**src/rtl/imem_boot_loader_if.sv**
```systemverilog
// Byte-stream input and instruction-memory write/status bundle for the boot loader.
// master = byte source / memory side, slave = the loader itself.
interface imem_boot_loader_if #(
    parameter int ADDR_W = 8,
    parameter int DATA_W = 32
);
    logic              in_valid;
    logic [7:0]        in_data;
    logic              in_ready;
    logic              imem_we;
    logic [ADDR_W-1:0] imem_waddr;
    logic [DATA_W-1:0] imem_wdata;
    logic              core_rst;
    logic              done;
    logic              err;

    modport master (
        output in_valid, in_data,
        input  in_ready, imem_we, imem_waddr, imem_wdata, core_rst, done, err
    );

    modport slave (
        input  in_valid, in_data,
        output in_ready, imem_we, imem_waddr, imem_wdata, core_rst, done, err
    );
endinterface

```
**src/rtl/imem_boot_loader.sv**
```systemverilog
// Boot loader: takes a length-prefixed little-endian byte image, writes 32-bit words
// into instruction memory and keeps the core in reset until the image is complete.
module imem_boot_loader #(
    parameter int ADDR_W = 8,
    parameter int DATA_W = 32
) (
    input  logic                clk,
    input  logic                rst,
    imem_boot_loader_if.slave   bus
);
    localparam int DEPTH = 1 << ADDR_W;
    localparam int IDX_W = ADDR_W + 1;

    typedef enum logic [2:0] {
        LEN0, LEN1, DATA, FLUSH, DONE, ERR
    } state_t;

    state_t            state_q, state_d;
    logic [15:0]       len_q, len_d;
    logic [IDX_W-1:0]  word_idx_q, word_idx_d;
    logic [1:0]        byte_idx_q, byte_idx_d;
    logic [23:0]       word_q, word_d;
    logic              in_ready_q, in_ready_d;
    logic              we_q, we_d;
    logic [ADDR_W-1:0] waddr_q, waddr_d;
    logic [DATA_W-1:0] wdata_q, wdata_d;
    logic              core_rst_q, core_rst_d;
    logic              done_q, done_d;
    logic              err_q, err_d;

    logic              accept;
    logic [15:0]       len_full;
    logic [IDX_W-1:0]  word_idx_next;

    assign accept        = bus.in_valid && in_ready_q;
    assign len_full      = {bus.in_data, len_q[7:0]};
    assign word_idx_next = word_idx_q + 1'b1;

    // Lower three byte lanes of the word being assembled; the fourth byte goes
    // straight into the write data on the completing edge.
    for (genvar gi = 0; gi < 3; gi++) begin : g_lane
        assign word_d[8*gi +: 8] = (accept && state_q == DATA && byte_idx_q == 2'(gi))
                                   ? bus.in_data : word_q[8*gi +: 8];
    end

    always_comb begin
        state_d    = state_q;
        len_d      = len_q;
        word_idx_d = word_idx_q;
        byte_idx_d = byte_idx_q;
        we_d       = 1'b0;
        waddr_d    = waddr_q;
        wdata_d    = wdata_q;
        core_rst_d = core_rst_q;
        done_d     = done_q;
        err_d      = err_q;
        case (state_q)
            LEN0: begin
                if (accept) begin
                    len_d[7:0] = bus.in_data;
                    state_d    = LEN1;
                end
            end
            LEN1: begin
                if (accept) begin
                    len_d[15:8] = bus.in_data;
                    if (len_full == 16'd0) begin
                        state_d    = DONE;
                        done_d     = 1'b1;
                        core_rst_d = 1'b0;
                    end else if (32'(len_full) > DEPTH) begin
                        state_d = ERR;
                        err_d   = 1'b1;
                    end else begin
                        state_d    = DATA;
                        word_idx_d = '0;
                        byte_idx_d = '0;
                    end
                end
            end
            DATA: begin
                if (accept) begin
                    byte_idx_d = byte_idx_q + 2'd1;
                    if (byte_idx_q == 2'd3) begin
                        wdata_d    = {bus.in_data, word_q};
                        waddr_d    = word_idx_q[ADDR_W-1:0];
                        we_d       = 1'b1;
                        word_idx_d = word_idx_next;
                        if (32'(word_idx_next) == 32'(len_q))
                            state_d = FLUSH;
                    end
                end
            end
            FLUSH: begin
                state_d    = DONE;
                done_d     = 1'b1;
                core_rst_d = 1'b0;
            end
            default: ;
        endcase
        in_ready_d = (state_d == LEN0) || (state_d == LEN1) || (state_d == DATA);
    end

    always_ff @(posedge clk or negedge rst) begin
        if (!rst) begin
            state_q    <= LEN0;
            len_q      <= '0;
            word_idx_q <= '0;
            byte_idx_q <= '0;
            word_q     <= '0;
            in_ready_q <= 1'b0;
            we_q       <= 1'b0;
            waddr_q    <= '0;
            wdata_q    <= '0;
            core_rst_q <= 1'b1;
            done_q     <= 1'b0;
            err_q      <= 1'b0;
        end else begin
            state_q    <= state_d;
            len_q      <= len_d;
            word_idx_q <= word_idx_d;
            byte_idx_q <= byte_idx_d;
            word_q     <= word_d;
            in_ready_q <= in_ready_d;
            we_q       <= we_d;
            waddr_q    <= waddr_d;
            wdata_q    <= wdata_d;
            core_rst_q <= core_rst_d;
            done_q     <= done_d;
            err_q      <= err_d;
        end
    end

    assign bus.in_ready   = in_ready_q;
    assign bus.imem_we    = we_q;
    assign bus.imem_waddr = waddr_q;
    assign bus.imem_wdata = wdata_q;
    assign bus.core_rst   = core_rst_q;
    assign bus.done       = done_q;
    assign bus.err        = err_q;
endmodule

```
**src/flat_wrapper.sv**
```systemverilog
// flat-port wrapper written by rule: the top's interface ports become plain ports
module imem_boot_loader_flat 
#(
    parameter int ADDR_W = 8,
    parameter int DATA_W = 32
)
  (clk, rst, bus_in_valid, bus_in_data, bus_in_ready, bus_imem_we, bus_imem_waddr, bus_imem_wdata, bus_core_rst, bus_done, bus_err);
  imem_boot_loader_if #(.ADDR_W(ADDR_W), .DATA_W(DATA_W)) bus_i ();
  input  logic clk;
  input  logic rst;
  input wire logic [$bits(bus_i.in_valid)-1:0] bus_in_valid;
  input wire logic [$bits(bus_i.in_data)-1:0] bus_in_data;
  output wire logic [$bits(bus_i.in_ready)-1:0] bus_in_ready;
  output wire logic [$bits(bus_i.imem_we)-1:0] bus_imem_we;
  output wire logic [$bits(bus_i.imem_waddr)-1:0] bus_imem_waddr;
  output wire logic [$bits(bus_i.imem_wdata)-1:0] bus_imem_wdata;
  output wire logic [$bits(bus_i.core_rst)-1:0] bus_core_rst;
  output wire logic [$bits(bus_i.done)-1:0] bus_done;
  output wire logic [$bits(bus_i.err)-1:0] bus_err;
  assign bus_i.in_valid = bus_in_valid;
  assign bus_i.in_data = bus_in_data;
  assign bus_in_ready = bus_i.in_ready;
  assign bus_imem_we = bus_i.imem_we;
  assign bus_imem_waddr = bus_i.imem_waddr;
  assign bus_imem_wdata = bus_i.imem_wdata;
  assign bus_core_rst = bus_i.core_rst;
  assign bus_done = bus_i.done;
  assign bus_err = bus_i.err;
  imem_boot_loader #(.ADDR_W(ADDR_W), .DATA_W(DATA_W)) u_core (.clk(clk), .rst(rst), .bus(bus_i));
endmodule
```
**config.mk**
```make
export PLATFORM = sky130hd
export DESIGN_NAME = imem_boot_loader_flat
export DESIGN_NICKNAME = d
export VERILOG_FILES = /design/src/rtl/imem_boot_loader_if.sv /design/src/rtl/imem_boot_loader.sv /design/src/flat_wrapper.sv
export SDC_FILE = /design/constraint.sdc
export NUM_CORES = 1
export LEC_CHECK = 0
export CORE_MARGIN = 2
export CORE_UTILIZATION = 50
export DETAILED_ROUTE_END_ITERATION = 10
export HOLD_SLACK_MARGIN = 0.05
export PLACE_DENSITY = 0.73
export SLEW_MARGIN = 30
export SYNTH_ARGS = -nofsm -noshare
export SYNTH_HDL_FRONTEND = slang
export SYNTH_SLANG_ARGS = --single-unit
```
**constraint.sdc**
```tcl
create_clock -name clk -period 3.42 [get_ports clk]
set_input_delay 0.513 -clock clk [delete_from_list [all_inputs] [get_ports clk]]
set_output_delay 0.513 -clock clk [all_outputs]
set_load 0.01 [all_outputs]
```
==> results.md, run 1 <==
- Routability-driven placement finished with a final weighted congestion of 0.822.
- Hold repair after CTS inserted 0 buffers.
- After global routing the overflow that remains totals 0.
- The flip-flop cell with the highest count after synthesis is sky130_fd_sc_hd__dfrtp_1.
- The post-synthesis cell count is 411.
- The setup TNS after final layout is 0 ps.
- The share of the yosys chip area belonging to registers is 56.2%.
- After detailed routing, the total wire length is 9630 um.
- The chip height is 98.0 um.
- Across every metal layer, demand over resource in global routing totals 21.2%.
- The worst pin sits at a relative slew slack of between 50% and 60%.
- The fraction of final layout cells sized beyond drive strength 1 is approximately 18%.
- The post-layout minimum cycle time is 2400 ps.
- The clock network fraction of design power is 17.6%.
- The cell chosen for the clock root is sky130_fd_sc_hd__clkbuf_8.
- Setup repair after global routing left no endpoint under its margin.
- Among all stages on the critical path, the largest delay is contributed by sky130_fd_sc_hd__dfrtp_1.
- The worst-skew pair later-pin latency is 370 ps.
- Counting along the longest clock path gives a buffer depth of 2.
- The switching component of the power is 0.00131 W.
- The post-synthesis sequential element count is 99.
- The highest fanout seen on the critical path is 12.
- Counting flops with a built-in enable in the synthesized netlist gives 0.
- The share of the synthesized netlist area taken by xor and xnor gates is 2.18%.
- Combinational logic burns 33.0% of the power.
- Registers take 2480 um^2.
- The analysis attributes to cell leakage a power of about 2.5 nW.
- The critical path goes through ha_1 -> nand3_1 -> nor2_1 -> xnor2_1 -> or4_1 -> a221oi_1.
- The H-tree level count is 3.
- The number of rows in the core area is 34.
- The maximum achievable frequency is 416 MHz.
- The count of final hold-check violations was 0.
- The endpoint type of the worst setup path is a register.
- The final design instance area without fill is 5250 um^2.
- The total setup buffers inserted after CTS is 0.
- The number of cells after detailed placement is between 500 and 600.
- The final core area utilization is 60.8%.
- The repair_antennas step left the layout with diodes totalling 0.
- For this configuration, the core starts out at a cell density of 51.1%.
- By area, the combinational part of the netlist is dominated by simple AND/OR/NAND/NOR gates.
- The pin slew with the least headroom to its limit is 683 ps.
- The footprint of the multi-input gates is 1800 um^2.
- The floorplan core area is 8640 um^2.
- The number of pins exceeding their max-slew limit in the final report is 0.
- The post-placement cell area is 5070 um^2.
- The internal power contribution is 0.00262 W.
- The routed wirelength normalized by instance count is about 17 um.
- The completed layout was analyzed and its total power is 0.00393 W.
- Dividing the detail-routed via count by the number of cells gives 5.46.
- The area added between synthesis and finish is 18.9%.
- The flow ran to the end, and the final reports show no timing, DRC or antenna violations.
- The simple-gate share of the synthesized area is 19.2%.
- The number of gates resized after CTS was 0.
- The I/O pin count is 56.
- The synthesized netlist net count is roughly 430.
- The share of flip-flops with an asynchronous set or reset after synthesis is 100%.
- Clock-pin slew was measured on the worst setup and hold paths at 100 ps.
- In this run the power density over the cells is between 700 and 800 nW/um^2.
- The number of antenna violations at the first check in global routing is 0.
- The clock skew is between 10 and 15 ps.
- Max-cap violations in this run came to 0.
- For the worst setup path, the data required time is around 3700 ps.
- The count of synthesis-stage warnings from yosys is 0.
- Each instance of the synthesized netlist takes up on average 10.7 um^2.
- The die span in x is 98.0 um.
- The die covers 9600 um^2.
- The complex-gate fraction of the synthesized area is 7.68%.
- The CTS tree is built.
- After legalization and detailed placement, the total HPWL measured 6430 um.
- The number of filler cells placed in the layout is 744.
- The path class of the tightest hold or removal check is input pin to asynchronous set/reset pin.
- Counting the buffers created by CTS gives 9.
- After synthesis the cells add up to 4410 um^2.
- The final net count is 484.
- The first global-routing pass estimated 16,200 um of wire.
- The number of global-route vias before repair is between 3,000 and 4,000.
- The final critical-path share of the clock period is a little over two thirds.
- After synthesis, the netlist uses 57 different library cells.
- The relative contribution of sequential cells to total power is 49.5%.
- Port buffering added 55 buffers.
- The first detailed-routing pass ran for 4 iterations.
- STA classifies the critical path startpoint as a register.
- The number of remaining DRC errors is 0.
- Detailed routing inserted a total of 3,174 vias.
- The remaining number of nets flagged by the antenna check after routing is 0.
- The data arrival time of the worst path is 2670 ps.
- Of the total synthesized cell area, the portion taken by full adders, half adders and majority gates is 1.42%.
- The clock drives 99 sinks.
- The largest single stage delay on the critical path is 580 ps.
- The largest voltage drop on the vdd net is a little over 0.0004 V.
- The pin count of the biggest net entering global routing is 54.
- The worst setup path is of the register to register kind.
- Setup violations remaining at the end of the flow were counted as 0.
- The proportion of total power due to net switching is 33.3%.
- For this block, the initial DRC count from the detailed router was 145.
- The number of non-filler instances in the completed layout is 581.
- In the synthesized netlist, mux cells make up 10.2% of the area.
-- cell usage after synthesis (all sizes together), types with 4 or more instances --
cell type / number / area [um^2]
a21oi: 8 / 40.0
buf: 4 / 25.0
clkbuf: 14 / 56.3
dfrtp: 98 / 2450
ha: 5 / 62.6
inv: 7 / 26.3
mux2: 40 / 450
nand2: 131 / 492
nor2: 13 / 51.3
nor3: 4 / 30.0
nor4: 7 / 58.8
o21ai: 16 / 80.1
or4: 6 / 56.3
xnor2: 8 / 70.1
-- cell type report --
cell class              count  area share [%]
well taps                 108            2.58
repair buffers             65            12.1
flip-flops and latches     99            47.2
multi-input cells         286            34.3
inverters                   7           0.501
clock buffers               9            2.36
clock inverters             7           0.954
-- power groups by stage --
stage	combinational [W]	sequential [W]	clock, W
global placement	0.00127	0.00194	0
CTS	0.00131	0.00194	0.000708
finish	0.00129	0.00194	0.000690
detailed placement	0.00130	0.00195	0
floorplan	0.000695	0.00194	0
global route	0.00143	0.00200	0.000746
-- path summary, 6_finish.rpt --
check,slack [ps],end,startpoint,depth (start not counted)
max,1020,u_core.state_q[0],u_core.word_idx_q[0],6
min,140,u_core.bus.imem_wdata[18],rst,1
max reg2reg,1020,u_core.state_q[0],u_core.word_idx_q[0],6
min reg2reg,470,u_core.bus.imem_wdata[1],u_core.word_q[1],2
max in group asynchronous,2540,u_core.bus.core_rst,rst,2
min in group clk,470,u_core.bus.imem_wdata[1],u_core.word_q[1],2
-- per-stage QoR --
step | hold slack [ps] | setup slack, ps
after floorplan | 217 | 1330
after global placement | 442 | 693
after detailed placement | 452 | 647
after CTS | 150 | 1030
after global routing | 185 | 775
final | 143 | 1020
-- routing by layer --
layer / track usage (%) / wire (um)
met4: 8.55 / 192
met5: 0 / 0
met1: 29.3 / 4560
met2: 33.7 / 4570
met3: 3.36 / 299
-- registers in the layout, indices dropped and copies added (netlist names), 2 cells and up --
name	cells
u_core.len_q	16
u_core.state_q	3
u_core.bus.imem_wdata	32
u_core.word_idx_q	9
u_core.bus.imem_waddr	8
u_core.byte_idx_q	2
u_core.word_q	24
-- cells by family after synthesis --
| logic type | Yosys count |
|---|---|
| and+or+nand+nor | 182 |
| buffers and inverters | 26 |
| adders and majority gates | 5 |
| muxes | 40 |
| AOI/OAI and AO/OA | 48 |
| DFF | 99 |
| xor gates and xnor gates | 11 |
-- critical path: cells and delay by family (launching register included) --
kind	cells	cell delay, ps
fa+ha+maj	1	410
compound gates	1	270
xor+xnor	1	130
simple gates	3	920
flops	1	580
-- layout by cell type, fill, tap and decap left out, types with 5 or more instances in the layout --
master                            netlist  layout
sky130_fd_sc_hd__a21oi_1                8       8
sky130_fd_sc_hd__buf_4                  2      10
sky130_fd_sc_hd__clkbuf_8               0       9
sky130_fd_sc_hd__clkdlybuf4s50_1        0      54
sky130_fd_sc_hd__dfrtp_1               98      98
sky130_fd_sc_hd__ha_1                   5       5
sky130_fd_sc_hd__inv_1                  7       7
sky130_fd_sc_hd__mux2_2                40      40
sky130_fd_sc_hd__nand2_1              131     130
sky130_fd_sc_hd__nor2_1                12      12
sky130_fd_sc_hd__nor4_1                 6       6
sky130_fd_sc_hd__o21ai_0               15      15
sky130_fd_sc_hd__xnor2_1                8       8
(Power assumes the default switching activity.)
==> run 2, diff against run 1 <==
--- a/config.mk
+++ b/config.mk
@@ -9,7 +9,7 @@
 export CORE_UTILIZATION = 50
 export DETAILED_ROUTE_END_ITERATION = 10
 export HOLD_SLACK_MARGIN = 0.05
-export PLACE_DENSITY = 0.73
+export PLACE_DENSITY = 0.76
 export SLEW_MARGIN = 30
 export SYNTH_ARGS = -nofsm -noshare
 export SYNTH_HDL_FRONTEND = slang
==> constraint.sdc (replaced) <==
create_clock -name clk -period 2.2 [get_ports clk]
set_input_delay 0.33 -clock clk [delete_from_list [all_inputs] [get_ports clk]]
set_output_delay 0.33 -clock clk [all_outputs]
set_load 0.01 [all_outputs]
==> run 2 against run 1 <==
- via count is 4.4% higher
- clock power is 58% higher
- utilization is 2.0 points higher
- combinational power is 71% higher
- die area stayed put
- flip-flop and latch count stayed put
- power is 60% higher
- routed wire length is 5.3% higher
- non-clock buffer count is 15 higher
- sequential share of layout area is 1.5 points lower
- largest power group unchanged
==> results.md, run 2 (same netlist as run 1, synthesis figures left out) <==
- The fraction of final layout cells sized beyond drive strength 1 is 20.5% (was 17.5%).
- The endpoint of the worst register-to-register path is u_core.state_q[0] (unchanged).
- The number of sinks handled by clock tree synthesis is 99 (unchanged).
- Most frequent cells in the layout: 131 x sky130_fd_sc_hd__nand2_1, 97 x sky130_fd_sc_hd__dfrtp_1, 54 x sky130_fd_sc_hd__clkdlybuf4s50_1, 40 x sky130_fd_sc_hd__mux2_2, 22 x sky130_fd_sc_hd__buf_4 (was 130 x sky130_fd_sc_hd__nand2_1, 98 x sky130_fd_sc_hd__dfrtp_1, 54 x sky130_fd_sc_hd__clkdlybuf4s50_1, 40 x sky130_fd_sc_hd__mux2_2, 15 x sky130_fd_sc_hd__o21ai_0).
- The relative contribution of sequential cells to total power came to 47.4% (was 49.5%).
- The highest fanout seen on the critical path is 2 (was 12).
- The routability-driven placement congestion ratio is 0.894 (was 0.822).
- The die span in x is 98.0 um (unchanged).
- The pin slew with the least headroom to its limit was 553 ps (was 683 ps).
- The most frequent standard cell in the layout excluding fill and tap cells is sky130_fd_sc_hd__nand2_1 (unchanged).
- The register-to-register setup slack came to 60 ps (was 1020 ps).
- The number of antenna violations at the first check in global routing is 0 (unchanged).
- The total power of the final layout is 0.00627 W (was 0.00393 W).
- The starting density of the core came to 51.1% (unchanged).
- The setup TNS after final layout was 0 ps (unchanged).
- The wire length after detailed routing is 10,100 um (was 9630 um).
- The number of pins exceeding their max-slew limit in the final report came to 0 (unchanged).
- The largest voltage drop on the vdd net is 0.000722 V (was 0.000409 V).
- Status: finished clean (unchanged).
- The number of violations of the max-capacitance limit was 0 (unchanged).
- The number of global-route vias before repair is 3,356 (was 3,263).
- The worst-skew pair later-pin latency came to 370 ps (about the same).
- The floorplan core area is 8640 um^2 (unchanged).
- The number of rows in the core area is 34 (unchanged).
- The final net count came to 499 (was 484).
- The final HPWL from detailed placement is 6790 um (was 6430 um).
- The pin count of the biggest net entering global routing came to 53 (was 54).
- The startpoint of the most critical setup path is u_core.len_q[11] (was u_core.word_idx_q[0]).
- The via total after detailed routing came to 3,315 (was 3,174).
- The cell chosen for the clock root is sky130_fd_sc_hd__clkbuf_8 (unchanged).
- The final-report setup violation count is 0 (unchanged).
- The endpoint type of the worst setup path is a register (unchanged).
- The total track usage is 22.4% (was 21.2%).
- The remaining global-route overflow was 0 (unchanged).
- The global-route wire length before repair is 17,100 um (was 16,200 um).
- The required time at the worst-slack endpoint was 2460 ps (was 3690 ps).
- The clock skew is 13.9 ps (was 10.5 ps).
- The CTS tree was built (unchanged).
- The area added between synthesis and finish is 22.7% (was 18.9%).
- The logic depth of the worst register-to-register path is 5 (was 6).
- The worst min-delay path category is input pin to asynchronous set/reset pin (unchanged).
- The critical path capture point is u_core.state_q[0] (unchanged).
- The count of final hold-check violations came to 0 (unchanged).
- The number of buffers created by CTS was 9 (unchanged).
- The worst slew margin relative to its limit is 63.1% (was 54.2%).
- The violation count after the first detailed-routing iteration is 213 (was 145).
- The final critical-path share of the clock period is 97.1% (was 70.2%).
- The routed wirelength normalized by instance count is 17.0 um (was 16.6 um).
- The area of the die is 9600 um^2 (unchanged).
- The number of remaining DRC errors is 0 (unchanged).
- The clock network fraction of design power was 17.4% (was 17.6%).
- The number of filler cells placed in the layout was 712 (was 744).
- The proportion of total power due to net switching is 33.5% (was 33.3%).
- The maximum achievable frequency is 468 MHz (was 416 MHz).
- The internal power contribution is 0.00417 W (was 0.00262 W).
- The chip height is 98.0 um (unchanged).
- The via-per-instance ratio is 5.56 (was 5.46).
- The ratio of total power to cell area is 1160 nW/um^2 (was 748 nW/um^2).
- The first-pass iteration count of the detailed router is 5 (was 4).
- The total of buffers placed on input and output ports is 55 (unchanged).
- The switching component of the power is 0.00210 W (was 0.00131 W).
- The clock-pin slew of the registers on the worst-case setup and hold paths is 100 ps (about the same).
- The number of buffers on the longest clock path is 2 (unchanged).
- The type of the setup path with the least slack is register to register (unchanged).
- The number of inserted diodes is 0 (unchanged).
- The H-tree level count is 3 (unchanged).
- The I/O pin count is 56 (unchanged).
- The startpoint of the most critical register-to-register path was u_core.len_q[11] (was u_core.word_idx_q[0]).
- The launching element type of the critical path was a register (unchanged).
- The flip-flop count of the largest register after layout is 32 (unchanged).
- The total leakage power was 2.53 nW (was 2.46 nW).
- The post-layout minimum cycle time was 2140 ps (was 2400 ps).
- The remaining number of nets flagged by the antenna check after routing came to 0 (unchanged).
- The combinational fraction of design power is 35.2% (was 33.0%).
- The data arrival time of the worst path is 2400 ps (was 2670 ps).
- The final-layout worst hold slack is 451 ps (was 143 ps).
==> run 2: cell types whose count changed in the layout (fill, tap and decap cells not counted), sizes merged <==
cell,change
buf,+14
clkbuf,+1
clkinv,-4
inv,-1
dlygate4sd3,+1
clkinvlp,+4
==> run 2: worst max-delay path, stage by stage (launching register included) <==
cell and delay [ps]:
sky130_fd_sc_hd__dfrtp_1 400, sky130_fd_sc_hd__or4_4 560, sky130_fd_sc_hd__nor4_4 190, sky130_fd_sc_hd__nand4_1 160
sky130_fd_sc_hd__or4_1 430, sky130_fd_sc_hd__a221oi_1 280
==> run 2: how the worst min path moves through the flow <==
stage | startpoint | end | depth (start not counted)
after floorplan | rst | u_core.bus.done | 0
after global placement | rst | u_core.bus.imem_wdata[23] | 1
after global routing | u_core.word_q[3] | u_core.bus.imem_wdata[3] | 2
after detailed placement | rst | u_core.bus.imem_wdata[16] | 1
final | rst | u_core.word_q[16] | 2
after CTS | rst | u_core.bus.imem_wdata[16] | 2
==> run 2: power groups by stage <==
| stage | combinational (W) | clock [W] | sequential, W |
|---|---|---|---|
| after detailed placement | 0.00216 | 0 | 0.00299 |
| after global placement | 0.00210 | 0 | 0.00296 |
| after CTS | 0.00218 | 0.00111 | 0.00296 |
| after global routing | 0.00243 | 0.00118 | 0.00307 |
| final | 0.00220 | 0.00109 | 0.00297 |
| after floorplan | 0.00108 | 0 | 0.00301 |
==> run 2: routing by layer <==
metal	wire (um)	track usage, %	part of all wire, %
met1	4420	31.6	44
met5	0	0	0
met4	149	7.05	1.5
met3	466	3.58	4.6
met2	5090	36.0	50
==> run 2: metrics by stage <==
step | cell area (um^2) | instances | util (%) | worst slack [ps]
2_1_floorplan | 4410 | 411 | - | 272
3_3_place_gp | 5180 | 578 | 60.0 | -198
3_5_place_dp | 5180 | 578 | 60.0 | -296
4_1_cts | 5380 | 595 | 62.2 | 47.0
5_1_grt | 5420 | 596 | 62.7 | -0.0941
6_report | 5420 | 596 | 62.7 | 62.8
==> run 2: final cells by class <==
type	instances	area, um^2	share of cell area (%)
repair buffers	80	776	14.3
multi-input cells	286	1820	33.6
clock inverters	6	50.0	0.924
clock buffers	10	128	2.36
inverters	7	26.3	0.485
well taps	108	135	2.49
flip-flops and latches	99	2480	45.8
==> run 2: repair_timing <==
action | 4_1_cts | 5_1_grt
endpoints found under the hold margin | 35 | 0
gates resized for setup | 1 | 5
hold buffers | 1 | 0
gates cloned | 0 | 0
setup endpoints to repair | 1 | 6
buffers inserted | 0 | 1
pin swaps | 0 | 1
